$ cat config.mk
export PLATFORM = sky130hd
export DESIGN_NAME = rtc_bus_responder
export DESIGN_NICKNAME = d
export VERILOG_FILES = /design/src/rtl/rtc_bus_pkg.sv /design/src/rtl/rtc_bus_sync.sv /design/src/rtl/rtc_bus_responder.sv
export SDC_FILE = /design/constraint.sdc
export NUM_CORES = 1
export LEC_CHECK = 0
export ABC_AREA = 1
export ABC_CLOCK_PERIOD_IN_PS = 2200
export CELL_PAD_IN_SITES_DETAIL_PLACEMENT = 1
export CELL_PAD_IN_SITES_GLOBAL_PLACEMENT = 1
export CORE_MARGIN = 10
export CORE_UTILIZATION = 45
export DETAILED_ROUTE_END_ITERATION = 10
export GPL_TIMING_DRIVEN = 0
export PLACE_DENSITY_LB_ADDON = 0.1
export REMOVE_ABC_BUFFERS = 1
export SYNTH_ARGS = -nofsm -noshare
export SYNTH_HDL_FRONTEND = slang
export SYNTH_HIERARCHICAL = 1
export SYNTH_SLANG_ARGS = --single-unit
$ cat constraint.sdc
create_clock -name clk -period 2.2 [get_ports clk]
set_input_delay 0.33 -clock clk [delete_from_list [all_inputs] [get_ports clk]]
set_output_delay 0.33 -clock clk [all_outputs]
set_load 0.05 [all_outputs]
$ cat src/rtl/rtc_bus_pkg.sv
// rtc_bus_pkg
//   Shared definitions for the RTC bus responder: FSM state enumeration,
//   strobe idle level, AD bus width and the ad-pin phase encoding.
//   Also provides small edge-detect helpers used by the responder.
package rtc_bus_pkg;

    // Width of the multiplexed AD bus.
    localparam int unsigned BUS_W = 8;

    // Active-low strobes (rd, cs, wr) rest at this level.
    localparam logic STROBE_IDLE = 1'b1;

    // Meaning of the ad select pin.
    localparam logic AD_ADDR_PHASE = 1'b0;
    localparam logic AD_DATA_PHASE = 1'b1;

    // Responder FSM states.
    typedef enum logic [2:0] {
        ST_IDLE,
        ST_ADDR,
        ST_WDATA,
        ST_RDATA,
        ST_ERROR
    } rtc_state_e;

    // Rising/falling edge of a synchronized signal against its delayed copy.
    function automatic logic f_rise(input logic cur, input logic prev);
        return cur & ~prev;
    endfunction

    function automatic logic f_fall(input logic cur, input logic prev);
        return ~cur & prev;
    endfunction

endpackage

$ cat src/rtl/rtc_bus_sync.sv
// rtc_bus_sync
//   Multi-stage flop synchronizer for a bundle of asynchronous inputs.
//   Every bit goes through the same number of stages, so a data bus
//   carried in the bundle stays aligned with its strobes.
// Ports:
//   clk      in   clock of the destination domain
//   reset_n  in   asynchronous active-low reset (stages preset to RESET_VAL)
//   i_d      in   WIDTH  asynchronous input bundle
//   o_q      out  WIDTH  synchronized bundle (STAGES cycles later)
module rtc_bus_sync #(
    parameter int unsigned      WIDTH     = 1,
    parameter int unsigned      STAGES    = 2,
    parameter logic [WIDTH-1:0] RESET_VAL = '0
) (
    input  logic             clk,
    input  logic             reset_n,
    input  logic [WIDTH-1:0] i_d,
    output logic [WIDTH-1:0] o_q
);

    // Stage 0 is the capture flop; stage STAGES-1 is the output.
    logic [STAGES-1:0][WIDTH-1:0] r_stage;

    always_ff @(posedge clk or negedge reset_n) begin
        if (!reset_n) begin
            r_stage <= {STAGES{RESET_VAL}};
        end else begin
            r_stage <= {r_stage[STAGES-2:0], i_d};
        end
    end

    assign o_q = r_stage[STAGES-1];

endmodule

$ cat src/rtl/rtc_bus_responder.sv
// rtc_bus_responder
//   RTC-side responder of the multiplexed address/data bus. Decodes the
//   active-low ad/rd/cs/wr strobes (after synchronization), latches the
//   register address, commits write data into an internal register file
//   and drives read data back onto the AD bus.
// Ports:
//   clk        in   system clock
//   reset_n    in   asynchronous active-low reset
//   ad         in   address/data select (0 = address, 1 = data)
//   rd         in   read strobe, active-low
//   cs         in   chip select, active-low
//   wr         in   write strobe, active-low
//   ad_in      in   8  AD bus value driven by the initiator
//   ad_out     out  8  AD bus value driven by this block (registered)
//   ad_oe      out  1 = this block drives the AD bus (registered)
//   wr_pulse   out  one-cycle pulse when a write commits
//   wr_addr    out  8  address of the last committed write
//   wr_data    out  8  data of the last committed write
//   proto_err  out  one-cycle pulse on a protocol violation
//   cur_addr   out  8  currently latched address
module rtc_bus_responder
    import rtc_bus_pkg::*;
#(
    parameter int unsigned NUM_REGS    = 16,
    parameter int unsigned SYNC_STAGES = 2
) (
    input  logic             clk,
    input  logic             reset_n,
    input  logic             ad,
    input  logic             rd,
    input  logic             cs,
    input  logic             wr,
    input  logic [BUS_W-1:0] ad_in,
    output logic [BUS_W-1:0] ad_out,
    output logic             ad_oe,
    output logic             wr_pulse,
    output logic [BUS_W-1:0] wr_addr,
    output logic [BUS_W-1:0] wr_data,
    output logic             proto_err,
    output logic [BUS_W-1:0] cur_addr
);

    localparam int unsigned IDX_W  = (NUM_REGS > 1) ? $clog2(NUM_REGS) : 1;
    localparam int unsigned SYNC_W = 4 + BUS_W;
    localparam logic [SYNC_W-1:0] SYNC_PRESET =
        {AD_DATA_PHASE, STROBE_IDLE, STROBE_IDLE, STROBE_IDLE, {BUS_W{1'b0}}};

    // ------------------------------------------------------------------
    // Input synchronization and edge detection
    // ------------------------------------------------------------------
    logic [SYNC_W-1:0] w_sync_in;
    logic [SYNC_W-1:0] w_sync_out;
    logic              w_s_ad;
    logic              w_s_rd;
    logic              w_s_cs;
    logic              w_s_wr;
    logic [BUS_W-1:0]  w_s_adin;

    assign w_sync_in = {ad, rd, cs, wr, ad_in};

    rtc_bus_sync #(
        .WIDTH     (SYNC_W),
        .STAGES    (SYNC_STAGES),
        .RESET_VAL (SYNC_PRESET)
    ) u_sync (
        .clk     (clk),
        .reset_n (reset_n),
        .i_d     (w_sync_in),
        .o_q     (w_sync_out)
    );

    assign {w_s_ad, w_s_rd, w_s_cs, w_s_wr, w_s_adin} = w_sync_out;

    // One-cycle-delayed copies for edge detection. r_p_adin is the data
    // seen the cycle before a wr rising edge, which is what gets committed.
    logic             r_p_rd;
    logic             r_p_cs;
    logic             r_p_wr;
    logic [BUS_W-1:0] r_p_adin;

    always_ff @(posedge clk or negedge reset_n) begin
        if (!reset_n) begin
            r_p_rd   <= STROBE_IDLE;
            r_p_cs   <= STROBE_IDLE;
            r_p_wr   <= STROBE_IDLE;
            r_p_adin <= '0;
        end else begin
            r_p_rd   <= w_s_rd;
            r_p_cs   <= w_s_cs;
            r_p_wr   <= w_s_wr;
            r_p_adin <= w_s_adin;
        end
    end

    logic w_wr_rise;
    logic w_wr_fall;
    logic w_rd_rise;
    logic w_rd_fall;
    logic w_cs_rise;

    assign w_wr_rise = f_rise(w_s_wr, r_p_wr);
    assign w_wr_fall = f_fall(w_s_wr, r_p_wr);
    assign w_rd_rise = f_rise(w_s_rd, r_p_rd);
    assign w_rd_fall = f_fall(w_s_rd, r_p_rd);
    assign w_cs_rise = f_rise(w_s_cs, r_p_cs);

    // ------------------------------------------------------------------
    // Register file and address state
    // ------------------------------------------------------------------
    logic [BUS_W-1:0] r_regs [NUM_REGS];
    logic [BUS_W-1:0] r_cur_addr;
    logic             w_in_range;
    logic [BUS_W-1:0] w_rdata;

    assign w_in_range = ({1'b0, r_cur_addr} < 9'(NUM_REGS));
    assign w_rdata    = w_in_range ? r_regs[r_cur_addr[IDX_W-1:0]] : '0;

    // ------------------------------------------------------------------
    // FSM: state register
    // ------------------------------------------------------------------
    rtc_state_e r_state;
    rtc_state_e w_next;

    always_ff @(posedge clk or negedge reset_n) begin
        if (!reset_n) begin
            r_state <= ST_IDLE;
        end else begin
            r_state <= w_next;
        end
    end

    // ------------------------------------------------------------------
    // FSM: next-state logic
    // ------------------------------------------------------------------
    always_comb begin
        w_next = r_state;
        case (r_state)
            ST_IDLE: begin
                if (!w_s_cs && !w_s_wr && w_s_rd) begin
                    w_next = (w_s_ad == AD_ADDR_PHASE) ? ST_ADDR : ST_WDATA;
                end else if (!w_s_cs && !w_s_rd && w_s_wr && (w_s_ad == AD_DATA_PHASE)) begin
                    w_next = ST_RDATA;
                end else if ((!w_s_rd && !w_s_wr && !w_s_cs) ||
                             (!w_s_rd && (w_s_ad == AD_ADDR_PHASE))) begin
                    w_next = ST_ERROR;
                end
            end
            // A wr edge wins over a simultaneous cs rise, so cs and wr
            // released together still complete the access.
            ST_ADDR, ST_WDATA: begin
                if (w_wr_rise) begin
                    w_next = ST_IDLE;
                end else if (w_rd_fall) begin
                    w_next = ST_ERROR;
                end else if (w_cs_rise) begin
                    w_next = ST_IDLE;
                end
            end
            ST_RDATA: begin
                if (w_wr_fall) begin
                    w_next = ST_ERROR;
                end else if (w_rd_rise || w_cs_rise) begin
                    w_next = ST_IDLE;
                end
            end
            ST_ERROR: begin
                if (w_s_rd && w_s_wr) begin
                    w_next = ST_IDLE;
                end
            end
            default: w_next = ST_IDLE;
        endcase
    end

    // ------------------------------------------------------------------
    // FSM: output logic (next values of the registered outputs)
    // ------------------------------------------------------------------
    logic             w_latch_addr;
    logic             w_commit;
    logic             w_oe_nxt;
    logic [BUS_W-1:0] w_out_nxt;
    logic             w_err_nxt;

    always_comb begin
        w_latch_addr = (r_state == ST_ADDR) && w_wr_rise;
        w_commit     = (r_state == ST_WDATA) && w_wr_rise && w_in_range;
        w_oe_nxt     = (w_next == ST_RDATA);
        w_out_nxt    = w_oe_nxt ? w_rdata : '0;
        w_err_nxt    = (w_next == ST_ERROR) && (r_state != ST_ERROR);
    end

    // ------------------------------------------------------------------
    // Registered datapath and outputs
    // ------------------------------------------------------------------
    logic             r_ad_oe;
    logic [BUS_W-1:0] r_ad_out;
    logic             r_wr_pulse;
    logic [BUS_W-1:0] r_wr_addr;
    logic [BUS_W-1:0] r_wr_data;
    logic             r_proto_err;

    always_ff @(posedge clk or negedge reset_n) begin
        if (!reset_n) begin
            r_regs      <= '{default: '0};
            r_cur_addr  <= '0;
            r_ad_oe     <= 1'b0;
            r_ad_out    <= '0;
            r_wr_pulse  <= 1'b0;
            r_wr_addr   <= '0;
            r_wr_data   <= '0;
            r_proto_err <= 1'b0;
        end else begin
            r_ad_oe     <= w_oe_nxt;
            r_ad_out    <= w_out_nxt;
            r_wr_pulse  <= w_commit;
            r_proto_err <= w_err_nxt;
            if (w_latch_addr) begin
                r_cur_addr <= r_p_adin;
            end
            if (w_commit) begin
                r_regs[r_cur_addr[IDX_W-1:0]] <= r_p_adin;
                r_wr_addr                     <= r_cur_addr;
                r_wr_data                     <= r_p_adin;
            end
        end
    end

    assign ad_out    = r_ad_out;
    assign ad_oe     = r_ad_oe;
    assign wr_pulse  = r_wr_pulse;
    assign wr_addr   = r_wr_addr;
    assign wr_data   = r_wr_data;
    assign proto_err = r_proto_err;
    assign cur_addr  = r_cur_addr;

endmodule

==> impl_metrics.toml <==
[logic_synthesis]
synth_seq_cells = 201
syn-cell-area_sq_um = 9170
synth_warnings = 6
yosysUniqueCellTypes = 24
avgSynthCellArea_sq_um = 7.87
syn_inst = 1166
seq_area_frac_synth = 0.550

[sta]
max_slew.worst_pin.slew_ps = 926
hold_violations = 0
drv_slew = 0
skew_ps = 18.7
setup_viol = 0
setup_ws_ps = 28.1
period_needed_ps = 2170
setup_tns_ps = 0
max-slew-margin-rel = 0.383
fmax_ghz = 0.460
fin_crit_sh = 0.987

[cts]
cts.sinks = 201
numCtsBuffers = 23
clock_path_buffers = 3
cts_tree = "done"
root_buffer = "clkbuf_16"
worstSkewPairLatency_ps = 520
path_clk_slew_ps = 60
h-tree-depth = 1

[place]
portBuffers = 48
dp_hpwl_microns = 15800
gp_routability_congestion = 0.820
pre_cts_ws_ps = -1520

[grt]
grt_pass1_vias = 8257
grt_max_degree = 120
grt.overflow.total = 0
grt_pass1_wl_microns = 46000
antenna_found_initial = 0
grtUsageTotal = 0.217

[worst_setup_path]
cp-start-kind = "flop"
cp.depth = 1
path_delay_family = "flip-flops"
worst-path-buf-inv = 1
path_cells = "dlygate4sd2_1"
path_class = "flop to output pin"
slowest_stage = "dfrtp_4"
endpoint_kind = "output pin"
critPathMaxStageDelay_ps = 720
cp_max_fo = 20
cp.arrival_ps = 1840
reg2reg_depth = 6
crit_required_ps = 1870

[min_path]
whs_path_depth = 1
worstHoldPathType = "input pin to flop"

[pwr]
p_sw_frac = 0.366
ir_worst_vdd_mv = 0.632
p_comb_frac = 0.272
p_clk_frac = 0.336
power_leakage_nw = 5.81
power_switching_mw = 4.12
p_int_mw = 7.12
power_density_nw_per_um2 = 1040
p_seq_frac = 0.393

[job]
maxCapViolCount = 0

[detailed_routing]
drtIter0Drc = 504
drtPass1Iterations = 5
routed_wl_microns = 28200
vias = 7766
detail_route.wl_per_cell_microns = 18.9
viasPerCell = 5.22
drcViolationCount = 0
drtAntennaViolNets = 0

[finish]
layout-drive-gt1-share = 0.101
syn2layout_area_growth_pct = 18.0
diodes = 0
nNetsFinal = 1216

[floorplanning]
die_x_microns = 163
die-area_sq_um = 26500
initial_core_util = 0.455
ioPinCount = 49
die_y_microns = 163
core_area_sq_um = 20200
rows = 52

[status]
status = "finished, final reports clean"
-- state kept, by name (all words and copies together), names as in the netlist --
signal	flops
r_p_cs	1
wr_addr	8
r_p_rd	1
wr_pulse	1
proto_err	1
u_sync/o_q	12
ad_out	8
r_p_wr	1
wr_data	8
u_sync/r_stage	12
r_p_adin	8
r_state	3
cur_addr	8
ad_oe	1
r_regs	128
-- layer usage --
metal	up-vias	wire, microns	track usage
li1	3698	-	-
met1	3895	13200	0.296
met5	-	0	0
met4	0	587	0.0529
met2	138	13300	0.359
met3	35	1070	0.0276
-- timing repair --
item                                   CTS  global route
buffers inserted                         5            20
gates cloned                             4             0
setup endpoints to repair              146           112
pin swaps                                6             8
hold buffers                             1             0
resized for setup                       35             3
endpoints found under the hold margin   82             0
-- cell type report --
cell class / instances / area (sq um)
Multi-Input combinational cell: 862 / 3680
Timing Repair inverter: 2 / 17.5
Inverter: 33 / 165
Timing Repair Buffer: 79 / 833
Clock inverter: 4 / 48.8
Tap cell: 270 / 338
Clock buffer: 38 / 692
Sequential cell: 201 / 5050
Fill cell: 2434 / 9340
-- worst paths after layout --
kind | start | slack, ps | to
setup / recovery | cur_addr[1]$_DFFE_PN0P_ | 30 | cur_addr[1]
hold / removal | cs | 230 | u_sync/r_stage[9]$_DFF_PN1_
setup reg to reg | cur_addr[1]$_DFFE_PN0P_ | 100 | r_regs[54]$_DFFE_PN0P_
hold reg to reg | u_sync/r_stage[3]$_DFF_PN0_ | 350 | u_sync/o_q[3]$_DFF_PN0_
max in group asynchronous | reset_n | 760 | cur_addr[1]$_DFFE_PN0P_
min in group asynchronous | reset_n | 400 | r_regs[43]$_DFFE_PN0P_
-- worst register-to-register path, cell delays in order, from the launching register on --
cell      delay (ps)
dfrtp_4          670
clkinv_8         260
nand2_1          320
nor2_4           370
nand2_2          210
nand2_1          110
nand2_1           50
-- power groups by stage --
| stage | clock [mW] | sequential [mW] | combinational, mW |
|---|---|---|---|
| after floorplan | 0 | 4.91 | 0.913 |
| after global placement | 0 | 4.61 | 2.27 |
| after detailed placement | 0 | 4.54 | 2.47 |
| after CTS | 3.86 | 4.45 | 2.83 |
| after global routing | 4.01 | 4.45 | 3.29 |
| final | 3.77 | 4.41 | 3.06 |
-- synthesized netlist by cell type --
cell type / number / area, sq um
o21ai_0: 31 / 155
nand3_1: 139 / 696
a21oi_1: 1 / 5.00
inv_1: 31 / 116
dfrtp_1: 190 / 4750
clkinv_1: 1 / 3.75
buf_1: 2 / 7.51
inv_2: 1 / 3.75
clkbuf_2: 1 / 5.00
a21boi_0: 1 / 7.51
nand2_1: 627 / 2350
nor4_4: 1 / 21.3
nor2_1: 22 / 82.6
nor3_1: 1 / 5.00
buf_6: 13 / 146
buf_4: 15 / 113
nand3b_1: 1 / 7.51
clkbuf_1: 32 / 120
nand2_2: 19 / 119
nor2_4: 2 / 22.5
buf_2: 8 / 40.0
nor2_2: 13 / 81.3
dfstp_2: 11 / 289
nand4_1: 3 / 18.8
-- cells in the final DEF, fill, tap and decap left out, types with 11 or more instances in the layout --
cell type and n:
nor2_1 17, o21ai_0 31, nand2_2 19, clkdlybuf4s50_1 43, nand2_1 627, dfrtp_1 188, inv_1 30, dfstp_2 11
clkbuf_16 23, nor2_4 17, buf_4 23, nand3_1 139
-- stage by stage --
step	total power [mW]	area, sq um	utilization	std cells	hold WS, ps
after detailed placement	7.01	9670	0.479	1417	336
after global placement	6.89	9560	0.474	1413	332
after CTS	11.1	10700	0.529	1469	214
final	11.2	10800	0.537	1489	231
after global routing	11.8	10800	0.537	1489	228
after floorplan	5.82	8740	-	1095	34.4
-- cells by family after synthesis --
logic type             count (synthesis)  share of synthesized area
AND/OR/NAND/NOR                      828                      0.371
flip-flops                           201                      0.550
buffers and inverters                104                     0.0606
AO/OA/AOI/OAI                         33                     0.0183
Note: power is estimated with default switching activity, not from simulation.
